### src/rtl/ysyx_25040129_csr_pkg.sv
// Shared definitions for the CSR sequencing controller and the CSR register file.
package ysyx_25040129_csr_pkg;

  localparam int unsigned CSR_AW       = 12;
  localparam logic [31:0] MCAUSE_ECALL = 32'd11;

  localparam logic [CSR_AW-1:0] MSTATUS   = 12'h300;
  localparam logic [CSR_AW-1:0] MTVEC     = 12'h305;
  localparam logic [CSR_AW-1:0] MEPC      = 12'h341;
  localparam logic [CSR_AW-1:0] MCAUSE    = 12'h342;
  localparam logic [CSR_AW-1:0] MVENDORID = 12'hF11;
  localparam logic [CSR_AW-1:0] MARCHID   = 12'hF12;

  typedef enum logic [2:0] {
    CSRRW = 3'd0,
    CSRRS = 3'd1,
    CSRRC = 3'd2,
    ECALL = 3'd3,
    MRET  = 3'd4
  } csr_op_t;

  typedef enum logic [2:0] {
    ST_IDLE  = 3'd0,
    ST_RMW   = 3'd1,
    ST_EPC   = 3'd2,
    ST_CAUSE = 3'd3,
    ST_VEC   = 3'd4,
    ST_RET   = 3'd5,
    ST_RESP  = 3'd6
  } csr_state_t;

endpackage

### src/rtl/ysyx_25040129_csr_alu.sv
// Write-data merge for CSR read-modify-write: replace, set bits, or clear bits.
module ysyx_25040129_csr_alu
  import ysyx_25040129_csr_pkg::*;
(
  input  csr_op_t     op,
  input  logic [31:0] old_val,
  input  logic [31:0] src,
  output logic [31:0] data
);

  // Merge the old CSR value with the source operand according to the op.
  always_comb begin
    data = src;
    case (op)
      CSRRS:   data = old_val | src;
      CSRRC:   data = old_val & ~src;
      default: data = src;
    endcase
  end

endmodule

### src/rtl/ysyx_25040129_csr_ctrl.sv
// Sequences one CSR or trap micro-op at a time onto the CSR register file port
// and returns the old CSR value plus an optional fetch redirect.
module ysyx_25040129_csr_ctrl
  import ysyx_25040129_csr_pkg::*;
(
  input  logic              clk,
  input  logic              rst,
  input  logic              req_valid,
  output logic              req_ready,
  input  logic [2:0]        req_op,
  input  logic [CSR_AW-1:0] req_addr,
  input  logic [31:0]       req_src,
  input  logic              req_wen,
  input  logic [31:0]       req_pc,
  output logic              resp_valid,
  input  logic              resp_ready,
  output logic [31:0]       resp_rd,
  output logic              redirect_valid,
  output logic [31:0]       redirect_pc,
  output logic [CSR_AW-1:0] csr_read_addr,
  input  logic [31:0]       csr_out,
  output logic              csr_write,
  output logic [CSR_AW-1:0] csr_write_addr,
  output logic [31:0]       csr_data
);

  csr_state_t        state, state_nxt;
  csr_op_t           op_p0;
  logic [CSR_AW-1:0] addr_p0;
  logic [31:0]       src_p0;
  logic              wen_p0;
  logic [31:0]       pc_p0;
  logic [31:0]       rd_p1;
  logic [31:0]       rpc_p1;
  logic              redir_p1;
  logic [31:0]       alu_data;
  logic              accept;

  assign accept         = req_valid && req_ready;
  assign req_ready      = (state == ST_IDLE);
  assign resp_valid     = (state == ST_RESP);
  assign redirect_valid = resp_valid && redir_p1;
  assign resp_rd        = rd_p1;
  assign redirect_pc    = rpc_p1;

  ysyx_25040129_csr_alu u_alu (
    .op      (op_p0),
    .old_val (csr_out),
    .src     (src_p0),
    .data    (alu_data)
  );

  // Next-state selection; the op dispatch happens only on acceptance.
  always_comb begin
    state_nxt = state;
    case (state)
      ST_IDLE: begin
        if (accept) begin
          case (csr_op_t'(req_op))
            CSRRW, CSRRS, CSRRC: state_nxt = ST_RMW;
            ECALL:               state_nxt = ST_EPC;
            MRET:                state_nxt = ST_RET;
            default:             state_nxt = ST_RESP;
          endcase
        end
      end
      ST_RMW:   state_nxt = ST_RESP;
      ST_EPC:   state_nxt = ST_CAUSE;
      ST_CAUSE: state_nxt = ST_VEC;
      ST_VEC:   state_nxt = ST_RESP;
      ST_RET:   state_nxt = ST_RESP;
      ST_RESP:  if (resp_ready) state_nxt = ST_IDLE;
      default:  state_nxt = ST_IDLE;
    endcase
  end

  // Register-file port decode; everything except csr_data in RMW follows state and latched fields.
  always_comb begin
    csr_read_addr  = '0;
    csr_write      = 1'b0;
    csr_write_addr = '0;
    csr_data       = '0;
    case (state)
      ST_RMW: begin
        csr_read_addr  = addr_p0;
        csr_write      = (op_p0 == CSRRW) || wen_p0;
        csr_write_addr = addr_p0;
        csr_data       = alu_data;
      end
      ST_EPC: begin
        csr_write      = 1'b1;
        csr_write_addr = MEPC;
        csr_data       = pc_p0;
      end
      ST_CAUSE: begin
        csr_write      = 1'b1;
        csr_write_addr = MCAUSE;
        csr_data       = MCAUSE_ECALL;
      end
      ST_VEC:  csr_read_addr = MTVEC;
      ST_RET:  csr_read_addr = MEPC;
      default: ;
    endcase
  end

  // State register; an asynchronous reset aborts any sequence in progress.
  always_ff @(posedge clk or negedge rst) begin
    if (!rst) state <= ST_IDLE;
    else      state <= state_nxt;
  end

  // Stage 0: latch the accepted request fields.
  always_ff @(posedge clk or negedge rst) begin
    if (!rst) begin
      op_p0   <= CSRRW;
      addr_p0 <= '0;
      src_p0  <= '0;
      wen_p0  <= 1'b0;
      pc_p0   <= '0;
    end else if (accept) begin
      op_p0   <= csr_op_t'(req_op);
      addr_p0 <= req_addr;
      src_p0  <= req_src;
      wen_p0  <= req_wen;
      pc_p0   <= req_pc;
    end
  end

  // Stage 1: capture old CSR value and redirect target; held stable through RESP.
  always_ff @(posedge clk or negedge rst) begin
    if (!rst) begin
      rd_p1    <= '0;
      rpc_p1   <= '0;
      redir_p1 <= 1'b0;
    end else begin
      case (state)
        ST_IDLE: begin
          if (accept) begin
            rd_p1    <= '0;
            redir_p1 <= 1'b0;
          end
        end
        ST_RMW: rd_p1 <= csr_out;
        ST_VEC: begin
          rpc_p1   <= {csr_out[31:2], 2'b00};
          redir_p1 <= 1'b1;
        end
        ST_RET: begin
          rpc_p1   <= csr_out;
          redir_p1 <= 1'b1;
        end
        default: ;
      endcase
    end
  end

endmodule

### config.mk
export PLATFORM = sky130hd
export DESIGN_NAME = ysyx_25040129_csr_ctrl
export DESIGN_NICKNAME = d
export VERILOG_FILES = /design/src/rtl/ysyx_25040129_csr_pkg.sv /design/src/rtl/ysyx_25040129_csr_alu.sv /design/src/rtl/ysyx_25040129_csr_ctrl.sv
export SDC_FILE = /design/constraint.sdc
export NUM_CORES = 1
export LEC_CHECK = 0
export ABC_AREA = 1
export CAP_MARGIN = 25
export CORE_UTILIZATION = 46
export CTS_CLUSTER_DIAMETER = 30
export CTS_CLUSTER_SIZE = 8
export DETAILED_ROUTE_END_ITERATION = 8
export GPL_ROUTABILITY_DRIVEN = 1
export PLACE_DENSITY = 0.83
export SLEW_MARGIN = 20
export SYNTH_ARGS = -nofsm -noshare
export SYNTH_HDL_FRONTEND = slang
export SYNTH_SLANG_ARGS = --single-unit
### constraint.sdc
create_clock -name clk -period 2 [get_ports clk]
set_input_delay 0.3 -clock clk [delete_from_list [all_inputs] [get_ports clk]]
set_output_delay 0.3 -clock clk [all_outputs]
set_load 0.05 [all_outputs]
Word level (Yosys, flattened, before mapping)
Cells that the tools add are included.
- reductions and logical operators: 16
- muxes and demuxes: 14
- equal/unequal tests: 14
- bitwise gates (word level): 3
- operators by type and width (cell ; number):
    one-hot mux 32 bit (2 select lines) ; 3
    one-hot mux 32 bit (3 select lines) ; 1
    one-hot mux 12 bit (3 select lines) ; 2
    AND 32 bit ; 1
    2-to-1 mux 32 bit ; 1
    inverter 32 bit ; 1
    bitwise OR 32 bit ; 1
    == test 3 x 2 -> 1 bit (second input constant) ; 5
    one-hot mux 3 bit (5 select lines) ; 1
    == test 3 bit (second input constant) ; 4
    == test 3 x 1 -> 1 bit (second input constant) ; 3
    logical NOT 3 bit ; 3
    one-hot mux 3 bit (3 select lines) ; 1
    2-to-1 mux 3 bit ; 2
    AND reduction 2 bit ; 3
    nonzero test 2 bit ; 3
    OR reduction 3 bit ; 2
    != test 2 x 1 -> 1 bit (second input constant) ; 2
    one-hot mux 1 bit (2 select lines) ; 2
    OR reduction 2 bit ; 2
    logical AND 1 bit ; 2
    logical OR 1 bit ; 1
    2-to-1 mux 1 bit ; 1
- output and inout port bits: 124
- input port bits: 116
- bits in registers: 148
- logic and storage cells: 56

Depth between registers and ports, before layout
- depth in word-level cells: 5
- mapped depth: 10
- gate-level depth less buffers: 7

Cells and area by module
A second synthesis with hierarchy kept.
- cell total of the unflattened synthesis: 904
- area, all modules: 7489.7 um^2
- modules (own cells, without submodules) (module ; seq. area each (um^2) ; cells each ; area each (um^2) ; times used):
    ysyx_25040129_csr_ctrl ; 3703.6 ; 728 ; 6481.2 ; 1
    ysyx_25040129_csr_alu ; 0.0 ; 176 ; 1008.5 ; 1

Worst setup path after synthesis
No wires, ideal clock.
- kind: register to output
- start: reg state[2]
- end: out csr_write_addr[9]
- stages on the path, launching flop included: 9
- buffers on the path: 3
- arrival time: 2172 ps
- slack: -472 ps
- data required time: 1700 ps
- path through: dfrtp_1 > buf_4 > inv_2 > nand2_1 > nor2_2 > inv_2 > buf_4 > buf_2 > o21ai_0
- longest elaborated chain between the ends: 2
- elaborated cells on any way between the ends: 4
- RTL lines (what ; RTL line ; RTL):
    from (decl) ; ysyx_25040129_csr_ctrl.sv:27 ; csr_state_t state, state_nxt;
    from (signal assigned) ; ysyx_25040129_csr_ctrl.sv:109 ; else state <= state_nxt;
    == test 3 x 2 -> 1 bit or == test 3 x 1 -> 1 bit (tied branches) ; ysyx_25040129_csr_ctrl.sv:83 ; case (state)
    one-hot mux 12 bit (3 select lines) * ; ysyx_25040129_csr_ctrl.sv:83 ;
    to (decl) ; ysyx_25040129_csr_ctrl.sv:23 ; output logic [CSR_AW-1:0] csr_write_addr,
Every way passes the cells marked *; elsewhere a longest branch is shown, timed or not.

Final worst setup path
- start: reg state[2]
- end: out csr_data[31]
- longest elaborated chain between the ends: 2
- elaborated cells on any way between the ends: 4
- RTL lines (what ; RTL line ; RTL):
    == test 3 x 2 -> 1 bit or == test 3 x 1 -> 1 bit (tied branches) ; ysyx_25040129_csr_ctrl.sv:83 ;
    one-hot mux 32 bit (3 select lines) * ; ysyx_25040129_csr_ctrl.sv:83 ;
    to (decl) ; ysyx_25040129_csr_ctrl.sv:24 ; output logic [31:0] csr_data
Marked as above.

==> run_results.csv <==
group,metric,value,unit
run_status,status,"complete, but fails checks",
run_status,violations,"negative setup slack",
sta,hold_viol,0,
final_layout,syn2layout_area_growth,62.4,%
placement,routabilityCongestion,0.922,
floorplanning,die_w,126,microns
sta,worst_pin_slew,556,ps
yosys,yosys_warnings,0,
sta,rsz0062_at_grt,"true",
power_and_ir_drop,power_density,1820,nW/um^2
power_and_ir_drop,peakVddDrop,1.03,mV
sta,clock.fmax,452,MHz
placement,placed_cell_area,9910,sq um
route,drt-pass1-iter-count,5,
yosys,ys_types,25,
placement,dpl.hpwl,14900,microns
route,drt_wl_total,23900,microns
yosys,syn_area,7120,sq um
clocking,clock_path_buffers,2,
worst_setup_path,end_kind,"output port",
floorplanning,boundaryPins,240,
global_routing,first_global_vias,6588,
global_routing,grt_pass1_wl,35100,microns
sta,setup_ws,-211,ps
yosys,synth_nets,1018,
worst_setup_path,critPathLaunchType,"flop",
clocking,numCtsBuffers,17,
final_layout,seqCellArea,3700,sq um
yosys,syn_inst,902,
clocking,tritoncts,"done",
worst_setup_path,critPathSlowestCell,"dfrtp_2",
clocking,htreeDepth,4,
clocking,clock-root-buffer,"clkbuf_16",
worst_setup_path,critPathMaxStageDelay,440,ps
route,drcViolationCount,0,
yosys,synth_area_leaders,"dfrtp_1 (52%), nand2_1 (16%), o21ai_0 (5.5%)",
sta,setup_viol,56,
worst_setup_path,arrival,1910,ps
global_routing,grt.overflow.total,0,
placement,placed_cells,1288,
power_and_ir_drop,p_leak,0.00552,uW
placement,portBuffers,239,
route,vias,7097,
worst_setup_path,cp_max_fo,8,
clocking,cts.sinks,148,
floorplanning,dieHeight,126,microns
global_routing,grt_use_total,28.8,%
sta,post-route-period-util,111,%
sta,clock_skew,9.30,ps
worst_setup_path,path_class,"reg -> out",
sta,timing.final.crit_period,2210,ps
final_layout,final_common_cell,"nand2_1",
final_layout,final_util,76.3,%
final_layout,nFillCells,999,
final_layout,multiInputGateArea,3140,sq um
sta,tns,-7170,ps
final_layout,final_layout_size_suffix_gt1_share,23.7,%
yosys,yosys.area.top_type,"dfrtp_1",
floorplanning,die-area,16000,sq um
clocking,clock_latency,420,ps
yosys,syn_avg_cell_area,7.89,sq um
route,drt_iter0_drc,564,
floorplanning,initial_core_util,47.0,%
final_layout,most-common-layout-cells,"nand2_1 (275), clkdlybuf4s50_1 (178), dfrtp_1 (147), inv_1 (85), o21ai_0 (71)",
clocking,clk_pin_slew,60,ps
yosys,seq_area_frac_synth,52.0,%
worst_setup_path,required,1700,ps
route,postRouteAntennaNets,0,
final_layout,fin_nets,1264,
floorplanning,row_count,45,
sta,slew_violations,0,
flow_run,drv_cap,0,
sta,relSlewSlack,62.8,%
worst_setup_path,path_cells,"inv_2 > nand2_4 > nor2_4 > inv_8 > clkbuf_16 > nor2_1 > nand2_1 > nand2_2 > buf_8",
final_layout,final_area,11600,sq um
route,via_per_inst,5.26,
global_routing,grt_max_degree,61,
floorplanning,core,15100,sq um
yosys,synth_top_area_share,52.0,%
final_layout,insertedDiodeCount,0,
final_layout,final-instance-count-excl-fill,1349,
route,wl_per_cell,17.7,microns
yosys,ys_ff_latch,148,
global_routing,antenna_found_initial,0,
min_path,hold_class,"in -> async",
-- repair_timing --
| item | CTS | global route |
|---|---|---|
| hold buffers | 1 | 0 |
| endpoints found under the setup margin | 56 | 56 |
| resized for setup | 68 | 96 |
| endpoints found under the hold margin | 44 | 0 |
| cloned | 4 | 7 |
| setup buffers | 9 | 8 |
| pin swaps | 6 | 53 |
-- critical path: cells and delay by family, from the launching register on --
kind / cells / cell delay [ps]
simple gates: 5 / 540
buf+inv: 4 / 510
flops: 1 / 440
-- routing by layer --
| layer | GRT usage, % | wire [microns] | part of all wire, % |
|---|---|---|---|
| met5 | 0 | 0 | 0 |
| met2 | 45.9 | 11900 | 50 |
| met1 | 38.0 | 9530 | 40 |
| met3 | 6.24 | 1620 | 6.8 |
| met4 | 12.3 | 842 | 3.5 |
-- final cells by class --
class | count | share of cell area, %
Clock buffer | 17 | 3.68
Clock inverter | 15 | 1.69
Inverter | 94 | 3.16
Multi-Input combinational cell | 598 | 27.1
Sequential cell | 148 | 32.1
Tap cell | 188 | 2.04
Timing Repair Buffer | 289 | 30.2
-- Yosys cell counts --
cell type / number
o21ai_0: 78
nand2_4: 1
buf_4: 8
o21bai_1: 1
nor2_1: 78
nand4_1: 32
nand3_1: 37
buf_8: 2
o22ai_1: 1
clkbuf_2: 2
nand2_2: 20
dfrtp_1: 148
o21ai_2: 20
clkbuf_1: 16
nor2_4: 1
inv_4: 1
inv_1: 88
buf_6: 8
buf_1: 5
buf_2: 21
nor2_2: 2
nand2_1: 296
inv_2: 5
o21ai_1: 28
a21oi_1: 3
-- registers in the layout, summed over array words and instances, names as in the netlist --
signal and flops:
addr_p0 12, op_p0 3, pc_p0 32, redir_p1 1, redirect_pc 32, resp_rd 32, src_p0 32, state 3
wen_p0 1
-- path summary, 6_finish.rpt --
| path | from | to | slack (ps) | depth (start not counted) |
|---|---|---|---|---|
| setup / recovery | state[2]$_DFFE_PN0P_ | csr_data[31] | -210 | 9 |
| hold / removal | rst | addr_p0[6]$_DFFE_PN0P_ | 380 | 2 |
| setup reg to reg | state[2]$_DFFE_PN0P_ | resp_rd[14]$_DFFE_PN0P_ | 100 | 9 |
| hold reg to reg | pc_p0[20]$_DFFE_PN0P_ | pc_p0[20]$_DFFE_PN0P_ | 480 | 2 |
| max in group asynchronous | rst | redirect_pc[12]$_DFFE_PN0N_ | 950 | 3 |
| min in group clk | req_pc[9] | pc_p0[9]$_DFFE_PN0P_ | 410 | 3 |
-- where the power goes --
group / total [uW] / switching [uW] / internal [uW]
Sequential: 4970 / 644 / 4320
Clock: 3350 / 1350 / 2000
Combinational: 12700 / 7980 / 4720
-- cells by family after synthesis --
kind of cell	Yosys count	share of synthesized area, %
AOI/OAI and AO/OA	131	10.3
and+or+nand+nor	467	27.4
buffers and inverters	156	10.2
DFF	148	52.0
-- stage by stage --
stage	setup WS (ps)	power [uW]	hold slack (ps)
detailed placement	212	15700	268
floorplan	-150	11900	4.41
CTS	-166	20000	390
global route	-254	22000	409
global placement	254	15500	265
finish	-211	21000	384
(Power assumes the default switching activity.)
